[src/rtl/sc_register_bank.sv]
// sc_register_bank: datapath register file.
//   Registers 1..13 (g1-g7, PC=8, Temp0-3=9..12, IR=13), g0 hardwired zero.
//   Ports:
//     SC_REGBANK_CLOCK_50           rising-edge clock
//     SC_REGBANK_RESET_InLow        async active-low reset
//     SC_REGBANK_Load_InBUS         active-low one-hot load enables
//     SC_REGBANK_DataC_InBUS        write data
//     SC_REGBANK_PCinc_InHigh       PC += PC_STEP (load has priority)
//     SC_REGBANK_SelectA/B_InBUS    combinational read selects
//     SC_REGBANK_DataA/B_OutBUS     read data (0 for codes 0, 14, 15)
//     SC_REGBANK_IR_OutBUS          IR contents
//     SC_REGBANK_LoadError_OutHigh  sticky illegal-load-pattern flag

// One storage cell: load beats increment; increment only used by the PC.
module sc_regbank_cell #(
  parameter int          W       = 32,
  parameter logic [W-1:0] RST_VAL = '0,
  parameter int          STEP    = 4
) (
  input  logic         clk,
  input  logic         rst_n,
  input  logic         ld,
  input  logic         inc,
  input  logic [W-1:0] d,
  output logic [W-1:0] q
);
  always_ff @(posedge clk or negedge rst_n) begin
    if (!rst_n)   q <= RST_VAL;
    else if (ld)  q <= d;
    else if (inc) q <= q + W'(STEP);   // wraps modulo 2^W
  end
endmodule

module sc_register_bank #(
  parameter int          DATAWIDTH_BUS               = 32,
  parameter int          DATAWIDTH_DECODER_SELECTION = 4,
  parameter int          DATAWIDTH_DECODER_OUT       = 16,
  parameter logic [31:0] PC_RESET_VALUE              = 32'h0000_0000,
  parameter int          PC_STEP                     = 4
) (
  input  logic                                   SC_REGBANK_CLOCK_50,
  input  logic                                   SC_REGBANK_RESET_InLow,
  input  logic [DATAWIDTH_DECODER_OUT-1:0]       SC_REGBANK_Load_InBUS,
  input  logic [DATAWIDTH_BUS-1:0]               SC_REGBANK_DataC_InBUS,
  input  logic                                   SC_REGBANK_PCinc_InHigh,
  input  logic [DATAWIDTH_DECODER_SELECTION-1:0] SC_REGBANK_SelectA_InBUS,
  input  logic [DATAWIDTH_DECODER_SELECTION-1:0] SC_REGBANK_SelectB_InBUS,
  output logic [DATAWIDTH_BUS-1:0]               SC_REGBANK_DataA_OutBUS,
  output logic [DATAWIDTH_BUS-1:0]               SC_REGBANK_DataB_OutBUS,
  output logic [DATAWIDTH_BUS-1:0]               SC_REGBANK_IR_OutBUS,
  output logic                                   SC_REGBANK_LoadError_OutHigh
);
  localparam int NUM_REGS = 14;                          // g0..IR
  localparam int NUM_CODES = 2 ** DATAWIDTH_DECODER_SELECTION;
  localparam int PC_IDX = 8;
  localparam int IR_IDX = 13;

  logic                                   clk, rst_n;
  logic [DATAWIDTH_DECODER_OUT-1:0]       load;
  logic                                   idle, legal;
  logic [NUM_REGS-1:1]                    load_en;
  logic [NUM_CODES-1:0][DATAWIDTH_BUS-1:0] regs;
  logic                                   load_err;

  assign clk   = SC_REGBANK_CLOCK_50;
  assign rst_n = SC_REGBANK_RESET_InLow;
  assign load  = SC_REGBANK_Load_InBUS;

  // Legal: all ones, or exactly one zero in the register field with the
  // unused top bits held high. Anything else blocks every load that edge.
  assign idle  = &load;
  assign legal = idle |
                 ((&load[DATAWIDTH_DECODER_OUT-1:NUM_REGS]) &&
                  $onehot(~load[NUM_REGS-1:0]));
  assign load_en = ~load[NUM_REGS-1:1] & {(NUM_REGS-1){legal}};

  // Code 0 and codes past IR read as zero.
  assign regs[0] = '0;
  genvar i;
  generate
    for (i = NUM_REGS; i < NUM_CODES; i++) begin : g_zero
      assign regs[i] = '0;
    end
    for (i = 1; i < NUM_REGS; i++) begin : g_reg
      sc_regbank_cell #(
        .W       (DATAWIDTH_BUS),
        .RST_VAL ((i == PC_IDX) ? DATAWIDTH_BUS'(PC_RESET_VALUE) : '0),
        .STEP    (PC_STEP)
      ) u_cell (
        .clk   (clk),
        .rst_n (rst_n),
        .ld    (load_en[i]),
        .inc   ((i == PC_IDX) ? SC_REGBANK_PCinc_InHigh : 1'b0),
        .d     (SC_REGBANK_DataC_InBUS),
        .q     (regs[i])
      );
    end
  endgenerate

  always_ff @(posedge clk or negedge rst_n) begin
    if (!rst_n)      load_err <= 1'b0;
    else if (!legal) load_err <= 1'b1;
  end

  assign SC_REGBANK_DataA_OutBUS      = regs[SC_REGBANK_SelectA_InBUS];
  assign SC_REGBANK_DataB_OutBUS      = regs[SC_REGBANK_SelectB_InBUS];
  assign SC_REGBANK_IR_OutBUS         = regs[IR_IDX];
  assign SC_REGBANK_LoadError_OutHigh = load_err;
endmodule

[config.mk]
export PLATFORM = sky130hd
export DESIGN_NAME = sc_register_bank
export DESIGN_NICKNAME = d
export VERILOG_FILES = /design/src/rtl/sc_register_bank.sv
export SDC_FILE = /design/constraint.sdc
export NUM_CORES = 1
export LEC_CHECK = 0
export BUFFER_PORTS_ARGS = -buffer_cell sky130_fd_sc_hd__buf_2
export CORE_MARGIN = 1.5
export CORE_UTILIZATION = 55
export CTS_BUF_LIST = sky130_fd_sc_hd__clkbuf_8
export DETAILED_ROUTE_END_ITERATION = 8
export PLACE_DENSITY_LB_ADDON = 0.3
export SYNTH_ARGS = -nofsm -noshare
export SYNTH_HDL_FRONTEND = slang
export SYNTH_SLANG_ARGS = --single-unit
export TNS_END_PERCENT = 1
[constraint.sdc]
create_clock -name SC_REGBANK_CLOCK_50 -period 6.03 [get_ports SC_REGBANK_CLOCK_50]
set_clock_uncertainty 0.05 [all_clocks]
set_input_delay 0.3015 -clock SC_REGBANK_CLOCK_50 [delete_from_list [all_inputs] [get_ports SC_REGBANK_CLOCK_50]]
set_output_delay 0.3015 -clock SC_REGBANK_CLOCK_50 [all_outputs]
set_load 0.02 [all_outputs]
==> flow_metrics.py <==
metrics = {
    "grt": {
        "grt_pass1_vias": 17100,
        "grt.overflow.total": 0,
        "grt_pass1_wl_mm": 108,
        "antenna_found_initial": 5,
        "grt_max_degree": 172,
        "grt_use_total_pct": 32.9,
    },
    "clock_tree": {
        "cts_tree": "yes",
        "cts_max_level": 3,
        "cts_buffer_depth": 3,
        "post-cts-setup-buffers": 0,
        "insertion_delay_ns": 0.63,
        "cts_sinks": 417,
        "numCtsBuffers": 71,
        "clkSlewWorstSetupHoldPaths_ns": 0.06,
        "clockRootBuffer": "clkbuf_8",
    },
    "worst_setup_path": {
        "crit_top_cell": "fa_1",
        "arrival_ns": 5.08,
        "endpoint": "g_reg[10].u_cell.q[4]",
        "crit_chain": "buf_2, inv_1, fa_1, inv_1, fa_1, fa_1, fa_1, inv_1, ha_1, inv_1, fa_1, nor2b_1, and4b_1, o31ai_4, buf_4, nor2_4, buf_4, mux2_2",
        "r2r-start": "g_reg[8].u_cell.q[2]",
        "max_stage_delay_ns": 0.53,
        "ff2ff_path_depth": 6,
        "cpMaxStageDelayCell": "fa_1",
        "reg2reg_slack_ns": 3.33,
        "end_kind": "register",
        "required_ns": 6.46,
        "crit_path_start_kind": "input pin",
        "worstSetupPathType": "input pin to register",
        "rr_endpoint": "g_reg[8].u_cell.q[28]",
        "cp_max_fo": 32,
        "cp-startpoint": "SC_REGBANK_Load_InBUS[1]",
    },
    "logic_synthesis": {
        "yosys.cell_count.top_type": "mux2_2",
        "synth_top_area_cell": "dfrtp_1",
        "netlist_instances": 1846,
        "synth_edf_count": 0,
        "yosysWarnings": 0,
        "yosys-top-cells-area": "dfrtp_1 (45%), mux2_2 (22%), mux4_2 (9.2%)",
        "synth_top_cell_area_share_pct": 44.9,
        "synth_area_sq_um": 23200,
        "syn_avg_cell_area_sq_um": 12.6,
        "ys.flop_type": "dfrtp_1",
        "ys_types": 38,
        "ys_async_sr_fraction_pct": 100,
        "seq_area_frac_synth_pct": 44.9,
        "synth.top_cells.by_count": "mux2_2 (451), dfrtp_1 (417), mux2i_1 (144)",
        "synth_seq_cells": 417,
        "syn_nets": 1920,
    },
    "drt": {
        "routedWlPerCell_microns": 27.7,
        "dr_total_vias": 16900,
        "firstDrtPassIters": 6,
        "drt_iter0_drc": 1925,
        "routed_wl_mm": 70.6,
        "ant_nets": 0,
        "drc": 0,
        "avgViaCountPerCell": 6.61,
    },
    "power_and_ir_drop": {
        "cellPowerDensity_nw_per_um2": 390,
        "combPwrFrac_pct": 32.0,
        "p_seq_share_pct": 44.2,
        "clockPowerShare_pct": 23.8,
        "p_leak_nw": 11.8,
        "swShare_pct": 33.9,
        "ir_drop_v": 0.000252,
        "p_sw_w": 0.00345,
        "p_int_w": 0.00672,
    },
    "place": {
        "port_buffers": 155,
        "hpwl_mm": 41.9,
        "pre_cts_ws_ns": 0.822,
        "place.gp.congestion": 0.810,
    },
    "floorplanning": {
        "die-area_sq_um": 43500,
        "die_y_microns": 209,
        "start_util_pct": 55.5,
        "io_pins": 156,
        "fp.dieW_microns": 209,
        "core_area_sq_um": 41900,
        "rows": 75,
    },
    "timing": {
        "worst_pin_slew_ns": 1.30,
        "hold_violations": 0,
        "period_share_pct": 77.1,
        "setup_ws_ns": 1.38,
        "relSlewSlack_pct": 12.9,
        "fin_tns_setup_ns": 0,
        "slew_viol_final": 0,
        "final.min_clock_period_ns": 4.65,
        "clock.fmax_mhz": 215,
        "finalSetupViolCount": 0,
        "rsz0062_at_grt": "false",
    },
    "layout": {
        "syn_to_final_growth_pct": 12.1,
        "nets": 2032,
        "drive_above_1_share_pct": 42.3,
        "nFillCells": 3267,
    },
    "run": {
        "cap_violations": 0,
    },
    "status": {
        "outcome": "completed",
    },
    "min_path": {
        "worstHoldPathType": "input pin to register",
    },
}
-- critical path: cells and delay by family --
kind | cells | cell delay [ns]
adders and majority gates | 6 | 2.58
muxes | 1 | 0.40
AOI/OAI and AO/OA | 1 | 0.14
and+or+nand+nor | 3 | 0.54
buffers and inverters | 7 | 1.09
-- sequential cells by signal (all words and copies together), names as in the netlist --
| name | count |
|---|---|
| SC_REGBANK_LoadError_OutHigh | 1 |
| g.u_cell.q | 416 |
-- cell families after synthesis --
kind of cell / after synthesis / synth area share (%)
compound gates: 277 / 7.86
fa+ha+maj: 15 / 1.10
simple gates: 223 / 4.32
buf+inv: 195 / 3.48
flops: 417 / 44.9
xor+xnor: 29 / 1.09
mux: 690 / 37.3
-- area by class of cell --
cell class | count | area, sq um | area share [%]
Tap cell | 539 | 674 | 2.59
Multi-Input combinational cell | 1234 | 12100 | 46.5
Sequential cell | 417 | 10400 | 40.0
Inverter | 23 | 86.3 | 0.331
Clock buffer | 84 | 1160 | 4.44
Timing Repair Buffer | 211 | 1420 | 5.44
Clock inverter | 39 | 165 | 0.634
Antenna cell | 4 | 10.0 | 0.0384
-- per-stage QoR --
stage                     power, W  utilization (%)  instances  cell area (sq um)  hold WS [ns]
final                       0.0102             62.3       2551              26100        0.0394
after global routing        0.0107             62.3       2549              26100        0.0210
after CTS                   0.0102             62.3       2547              26100      0.000363
after detailed placement   0.00773             58.6       2403              24500         0.389
after global placement     0.00754             58.6       2403              24500         0.384
after floorplan            0.00667                -       1846              23200       -0.0441
-- per-layer routing --
metal | up-vias | share of wire [%] | GRT usage [%]
met4 | 0 | 4.7 | 16.5
met2 | 826 | 47 | 50.8
li1 | 7152 | - | -
met3 | 201 | 8.5 | 7.27
met1 | 8695 | 40 | 44.1
met5 | - | 0 | 0
-- worst min path at each step --
stage / to / start / cells past startpoint / slack [ns]
finish: g_reg[8].u_cell.q[12] / SC_REGBANK_DataC_InBUS[12] / 3 / 0.04
global route: g_reg[8].u_cell.q[22] / SC_REGBANK_DataC_InBUS[22] / 3 / 0.02
CTS: g_reg[8].u_cell.q[12] / SC_REGBANK_DataC_InBUS[12] / 3 / 0.0004
detailed placement: SC_REGBANK_LoadError_OutHigh / SC_REGBANK_RESET_InLow / 1 / 0.39
global placement: SC_REGBANK_LoadError_OutHigh / SC_REGBANK_RESET_InLow / 1 / 0.38
floorplan: SC_REGBANK_LoadError_OutHigh / SC_REGBANK_RESET_InLow / 0 / -0.04
-- repair_timing --
item                       in CTS  in global routing
setup endpoints to repair       0                  0
hold buffers                   21                  0
hold endpoints to repair      133                  0
gates resized for setup         0                  0
-- power groups by stage --
stage               registers [W]  clock network, W  logic (W)
floorplan                 0.00436                 0    0.00232
global placement          0.00443                 0    0.00311
detailed placement        0.00453                 0    0.00320
CTS                       0.00448           0.00245    0.00323
global route              0.00463           0.00258    0.00348
finish                    0.00450           0.00242    0.00325
-- cells in the final DEF, fill, tap and decap left out, types with 4 or more instances in the layout --
cell           count
buf_12            11
xor2_1            20
o22ai_1           25
o31ai_1            5
a22oi_1           19
nor2_4            12
mux2i_1          144
and3_1             4
nor2b_1            7
xnor2_1            9
a21boi_0          13
buf_4             26
diode_2            4
dlygate4sd3_1     21
dfrtp_1          417
nand3_1           13
o21ai_0          109
fa_1               9
buf_2            150
nand2_1           51
a21oi_1           27
nand4_1           11
nor3_1            30
a221oi_1          50
clkbuf_8          86
clkinv_2           5
nor2_1            81
a221o_1           13
inv_1             53
ha_1               6
o221ai_1          14
mux2_2           451
mux4_2            95
(Power assumes the default switching activity.)
